==> src/rtl/zilla_imem_port_arbiter.sv <==
// Single-port arbiter sharing the Zilla instruction SRAM between fetch (read-only) and debug (read/write).
// Optional perf counters are built only when ZILLA_IMEM_ARB_PERF_EN is defined.
module zilla_imem_port_arbiter #(
    parameter int PC_WIDTH          = 20,
    parameter int INSTRUCTION_WIDTH = 32,
    parameter int DATA_WIDTH        = 64,
    parameter int MAX_DBG_BURST     = 4
) (
    input  logic                         ima_clk,
    input  logic                         ima_rst,
    input  logic                         debug_mode_valid_i,
    input  logic                         fetch_req_i,
    input  logic [PC_WIDTH-1:0]          fetch_addr_i,
    input  logic                         fetch_flush_i,
    output logic                         fetch_gnt_o,
    output logic                         fetch_rvalid_o,
    output logic [INSTRUCTION_WIDTH-1:0] fetch_rdata_o,
    input  logic                         dbg_req_i,
    input  logic                         dbg_we_i,
    input  logic [19:0]                  dbg_addr_i,
    input  logic [DATA_WIDTH-1:0]        dbg_wdata_i,
    input  logic [DATA_WIDTH/8-1:0]      dbg_strb_i,
    output logic                         dbg_gnt_o,
    output logic                         dbg_rvalid_o,
    output logic [DATA_WIDTH-1:0]        dbg_rdata_o,
    output logic                         dbg_wack_o,
    output logic                         z_im_read_en_o,
    output logic [19:0]                  z_im_read_addr_o,
    input  logic [DATA_WIDTH-1:0]        z_im_read_data_i,
    output logic                         z_im_write_en_o,
    output logic [19:0]                  z_im_write_addr_o,
    output logic [DATA_WIDTH-1:0]        z_im_write_data_o,
    output logic [DATA_WIDTH/8-1:0]      z_im_write_data_strobe_o,
    output logic [1:0]                   arb_state_o,
    output logic [31:0]                  perf_conflict_cnt_o,
    output logic [31:0]                  perf_forced_fetch_cnt_o
);

    localparam int BW = $clog2(MAX_DBG_BURST + 1);
    localparam logic [BW-1:0] BURST_MAX = BW'(MAX_DBG_BURST);

    typedef enum logic [1:0] {
        ST_IDLE  = 2'b00,
        ST_FETCH = 2'b01,
        ST_DRD   = 2'b10,
        ST_DWR   = 2'b11
    } state_e;

    state_e        state_q, state_d;
    logic [BW-1:0] burst_q, burst_d;
    logic          burst_full;
    logic          fetch_gnt, dbg_gnt;
    logic          fetch_sel_q;
    logic [19:0]   fetch_addr20;

    function automatic logic [BW-1:0] burst_inc(input logic [BW-1:0] v);
        return (v == BURST_MAX) ? v : v + BW'(1);
    endfunction

    generate
        if (PC_WIDTH >= 20) begin : g_addr_trunc
            assign fetch_addr20 = fetch_addr_i[19:0];
        end else begin : g_addr_ext
            assign fetch_addr20 = {{(20-PC_WIDTH){1'b0}}, fetch_addr_i};
        end
    endgenerate

    // Arbitration: debug has priority except when the starvation guard lets a waiting fetch through.
    always_comb begin
        burst_full = (burst_q == BURST_MAX);
        fetch_gnt  = ima_rst && fetch_req_i && !debug_mode_valid_i && (!dbg_req_i || burst_full);
        dbg_gnt    = ima_rst && dbg_req_i && !fetch_gnt;

        state_d = ST_IDLE;
        if (fetch_gnt)    state_d = ST_FETCH;
        else if (dbg_gnt) state_d = dbg_we_i ? ST_DWR : ST_DRD;

        burst_d = burst_q;
        if (debug_mode_valid_i || !fetch_req_i || fetch_gnt) burst_d = '0;
        else if (dbg_gnt)                                    burst_d = burst_inc(burst_q);

        z_im_read_en_o           = 1'b0;
        z_im_read_addr_o         = '0;
        z_im_write_en_o          = 1'b0;
        z_im_write_addr_o        = '0;
        z_im_write_data_o        = '0;
        z_im_write_data_strobe_o = '0;
        if (fetch_gnt) begin
            z_im_read_en_o   = 1'b1;
            z_im_read_addr_o = fetch_addr20;
        end else if (dbg_gnt && !dbg_we_i) begin
            z_im_read_en_o   = 1'b1;
            z_im_read_addr_o = dbg_addr_i;
        end else if (dbg_gnt) begin
            z_im_write_en_o          = 1'b1;
            z_im_write_addr_o        = dbg_addr_i;
            z_im_write_data_o        = dbg_wdata_i;
            z_im_write_data_strobe_o = dbg_strb_i;
        end
    end

    always_ff @(posedge ima_clk or negedge ima_rst) begin
        if (!ima_rst) begin
            state_q <= ST_IDLE;
            burst_q <= '0;
        end else begin
            state_q <= state_d;
            burst_q <= burst_d;
        end
    end

    // Word select for the returning fetch; only meaningful while state_q is ST_FETCH.
    always_ff @(posedge ima_clk) begin
        if (fetch_gnt) fetch_sel_q <= fetch_addr20[2];
    end

    assign fetch_gnt_o    = fetch_gnt;
    assign dbg_gnt_o      = dbg_gnt;
    assign arb_state_o    = state_q;
    assign fetch_rvalid_o = (state_q == ST_FETCH) && !fetch_flush_i;
    assign dbg_rvalid_o   = (state_q == ST_DRD);
    assign dbg_rdata_o    = dbg_rvalid_o ? z_im_read_data_i : '0;
    assign dbg_wack_o     = (state_q == ST_DWR);

    generate
        if (DATA_WIDTH == 64) begin : g_dw64
            assign fetch_rdata_o = fetch_sel_q ? z_im_read_data_i[63:32] : z_im_read_data_i[31:0];
        end else begin : g_dw32
            assign fetch_rdata_o = z_im_read_data_i[31:0];
        end
    endgenerate

`ifdef ZILLA_IMEM_ARB_PERF_EN
    logic [31:0] conflict_cnt_q, forced_cnt_q;

    function automatic logic [31:0] sat_inc32(input logic [31:0] v);
        return (v == 32'hFFFF_FFFF) ? v : v + 32'd1;
    endfunction

    always_ff @(posedge ima_clk or negedge ima_rst) begin
        if (!ima_rst) begin
            conflict_cnt_q <= '0;
            forced_cnt_q   <= '0;
        end else begin
            if (fetch_req_i && dbg_req_i) conflict_cnt_q <= sat_inc32(conflict_cnt_q);
            if (fetch_gnt && dbg_req_i)   forced_cnt_q   <= sat_inc32(forced_cnt_q);
        end
    end

    assign perf_conflict_cnt_o     = conflict_cnt_q;
    assign perf_forced_fetch_cnt_o = forced_cnt_q;
`else
    assign perf_conflict_cnt_o     = '0;
    assign perf_forced_fetch_cnt_o = '0;
`endif

endmodule

==> config.mk <==
export PLATFORM = sky130hd
export DESIGN_NAME = zilla_imem_port_arbiter
export DESIGN_NICKNAME = d
export VERILOG_FILES = /design/src/rtl/zilla_imem_port_arbiter.sv
export SDC_FILE = /design/constraint.sdc
export NUM_CORES = 1
export LEC_CHECK = 0
export CELL_PAD_IN_SITES_DETAIL_PLACEMENT = 0
export CELL_PAD_IN_SITES_GLOBAL_PLACEMENT = 1
export CORE_AREA = 2 2 181 183
export DETAILED_ROUTE_END_ITERATION = 6
export DIE_AREA = 0 0 183 185
export PLACE_DENSITY = 0.66
export SYNTH_ARGS = -nofsm -noshare
export SYNTH_HDL_FRONTEND = slang
export SYNTH_SLANG_ARGS = --single-unit
==> constraint.sdc <==
create_clock -name ima_clk -period 1.7 [get_ports ima_clk]
set_input_delay 0.17 -clock ima_clk [delete_from_list [all_inputs] [get_ports ima_clk]]
set_output_delay 0.17 -clock ima_clk [all_outputs]
set_load 0.01 [all_outputs]
==> key figures, run 1 <==
STA
  – Worst setup margin: -0.511 ns
  – Fin crit share: 130%
  – Final Skew: 0.00104 ns
  – Final hold vios: 0
  – Final setup fails: 116
  – Final min period: 2.21 ns
  – Max-slew violation count: 0
  – RSZ-0062 raised after global routing: true
  – Setup_tns: -47.54 ns
  – Hold WS: 0.293 ns
  – Fmax: 452 MHz

Power
  – Design Power: 0.00205 W
  – Switching power: 0.000650 W
  – Switching share of power: 31.8%
  – Reg power frac: 7.6%
  – Combinational power share: 73.2%
  – Pwr Density: 263 nW/um^2
  – Part of the power in the clock network: 19.3%
  – Internal power: 0.00140 W
  – Peak supply drop: 0.000219 V
  – Leakage power: 4.04 nW

Worst setup path
  – CP endpoint kind: output pin
  – Crit-path slowest cell: dfrtp_1
  – Cells along the critical path: inv_2, ha_4, and4b_4, nor3b_4, buf_6, buf_6, buf_12, buf_12, buf_16, and2_1, buf_2
  – CP peak stage delay: 0.38 ns
  – Max FO, Critical Path: 9
  – WP data arrival: 2.04 ns
  – Crit-path leading delay family: buffers and inverters
  – Setup CP Type: reg -> out
  – CP Launch Type: flop
  – Critical path buffer and inverter count: 7
  – WP data required: 1.53 ns

Die
  – Core Rows: 66
  – Die area: 33900 sq um
  – Die height: 185 um
  – Die Span X: 183 um
  – Area of the core: 32000 sq um
  – I/O Pins: 464
  – Initial Util: 7.79%

Cells and area
  – Layout cells sized above 1: 37.6%
  – Layout area overhead: 212%
  – FF+latch area: 155 sq um
  – Final Util: 24.3%
  – Final #Nets: 967
  – Area of the multi-input gates: 2120 sq um
  – FILL cells: 3493

Status
  – Outcome: finished, violations left
  – Failing checks: setup timing

Routing
  – First-pass DRT Iterations: 4
  – Met1 WL: 7090 um
  – Wire length on met2: 10500 um
  – DRT iter0 DRCs: 53
  – Total wire length: 19500 um
  – Detail Route Antenna Nets: 0
  – Average wire per standard cell: 16.4 um
  – DR WL met3: 1630 um
  – Vias/cell: 3.29
  – Highest Signal Layer: met4
  – DRC viols: 0
  – Vias: 3912

Min path
  – Hold Path Class: in -> async

GRT
  – Total track usage: 9.97%
  – Vias in the first global route: 3879
  – Largest net degree at the start of global routing: 33
  – First-pass GRT wire length: 24900 um
  – Antenna violations before repair: 1
  – Grt total ovfl: 0

Clocking
  – Bufs on Longest Clock Path: 2
  – Clock slew at reported path FFs: 0.04 ns
  – Clock Tree Root: clkbuf_16
  – Clk sink count: 6
  – # hold bufs at CTS: 0
  – Num CTS Buffers: 3
  – Clk_lat worst skew: 0.23 ns
  – Htree depth: 1
  – CTS tree: done

Yosys
  – Yosys cell types: 28
  – Synth Register Bits: 6
  – Syn Inst Count: 331
  – Top-area cell type share of the netlist area: 39.4%
  – Ys Warns: 0
  – Area leader, netlist: and2_1
  – Seq/Total Area, Yosys: 6.22%
  – Syn_area_per_cell: 7.54 sq um
  – Post-Syn Area: 2490 sq um
  – Synth area leaders: and2_1, buf_4, mux2_2

Placed design
  – RePlAce Congestion: 0.720
  – Post-DP HPWL: 12600 um
  – I/O Buffers: 399
  – DP Worst Slack: -0.692 ns

Flow run
  – Max-Cap Viols: 0
stage by stage:
| stage | std cells | instance area, sq um |
|---|---|---|
| 5_1_grt | 1189 | 7780 |
| 3_3_place_gp | 1132 | 6840 |
| 6_report | 1190 | 7780 |
| 3_5_place_dp | 1132 | 6840 |
| 4_1_cts | 1173 | 7310 |
| 2_1_floorplan | 394 | 2730 |
path summary, 6_finish.rpt:
path / start / endpoint / slack (ns) / cells after the start
worst max-delay path: burst_q[0]$_DFFE_PN0P_ / z_im_write_data_o[40] / -0.51 / 11
worst min-delay path: ima_rst / burst_q[0]$_DFFE_PN0P_ / 0.29 / 2
worst max register to register: burst_q[0]$_DFFE_PN0P_ / arb_state_o[0]$_DFF_PN0_ / -0.08 / 9
max in group asynchronous: ima_rst / arb_state_o[1]$_DFF_PN0_ / 1.29 / 2
min in group ima_clk: dbg_req_i / burst_q[2]$_DFFE_PN0P_ / 0.60 / 3
worst min register to register: burst_q[0]$_DFFE_PN0P_ / burst_q[0]$_DFFE_PN0P_ / 0.68 / 3
logic make-up after synthesis:
| family | share of synthesized area, % |
|---|---|
| other | 0.150 |
| multiplexers | 14.4 |
| flip-flops | 6.22 |
| adder cells (fa/ha/maj) | 1.00 |
| AND/OR/NAND/NOR | 44.5 |
| AO/OA/AOI/OAI | 7.97 |
| buffers and inverters | 25.7 |
power by group through the flow:
stage | combinational, W | clock, W | sequential (W)
floorplan | 0.000511 | 0 | 0.000157
global placement | 0.00133 | 0 | 0.000156
detailed placement | 0.00132 | 0 | 0.000156
CTS | 0.00145 | 0.000401 | 0.000154
global route | 0.00160 | 0.000415 | 0.000155
finish | 0.00150 | 0.000394 | 0.000155
state kept, by name, summed over array words and instances, names as in the netlist:
name,cells
burst_q,3
fetch_sel_q,1
arb_state_o,2
final cells by class:
class / count / share of cell area (%)
inverter: 2 / 0.0965
antenna: 1 / 0.0322
multi-input combinational: 297 / 27.3
tap: 408 / 6.56
timing repair buffer: 472 / 63.0
sequential: 6 / 1.99
clock buffer: 4 / 1.01
per-layer routing:
metal,vias up,global-route usage (%)
li1,1854,-
met1,1778,10.5
met2,272,20.2
met3,8,2.44
met4,0,1.31
met5,-,0
placed cells by master (no fill, tap or decap), types with 2 or more instances in the layout:
cell type,synthesis,layout
clkbuf_2,0,7
mux2_2,30,28
dlymetal6s2s_1,0,34
a21oi_1,2,2
clkdlybuf4s50_1,0,184
buf_2,8,73
a22o_1,20,20
dfrtp_1,5,5
clkbuf_16,0,8
inv_2,0,2
nor3b_4,0,2
buf_6,6,62
buf_4,65,21
or2_2,2,2
and2_1,157,111
buf_16,0,15
mux2_1,2,2
buf_8,0,3
conb_1,1,64
and2_4,0,46
dlygate4sd2_1,0,37
clkdlybuf4s15_2,0,2
nand3_1,2,2
buf_12,0,14
mux2_4,0,2
nand2b_1,4,4
clkdlybuf4s15_1,0,14
what timing repair did:
item / in CTS / in global routing
gates resized for setup: 626 / 140
cloned: 17 / 5
pin swaps: 18 / 16
buffers inserted: 20 / 14
endpoints found under the setup margin: 215 / 204
synthesized netlist by cell type:
cell type    n
buf_6        6
and2_1     157
mux2_2      30
clkbuf_1    10
a21boi_1     1
nand2_1      1
nor3b_1      1
mux2_1       2
nand4b_1     1
ha_1         2
conb_1       1
nor2_1       1
edfxtp_1     1
a31oi_1      1
nor2b_1      1
a21oi_1      2
nor3_1       1
nand3b_1     1
buf_4       65
nand3_1      2
inv_1        2
nand2b_1     4
nor3b_2      2
and4b_4      1
dfrtp_1      5
a22o_1      20
or2_2        2
buf_2        8
No activity file was read; power rests on OpenSTA's default activity.
==> run 2, diff against run 1 <==
Settings changed: SLEW_MARGIN set to 20.
==> results of run 2 <==
Same layout as run 1: the final DEF is identical, and so are final timing and power.
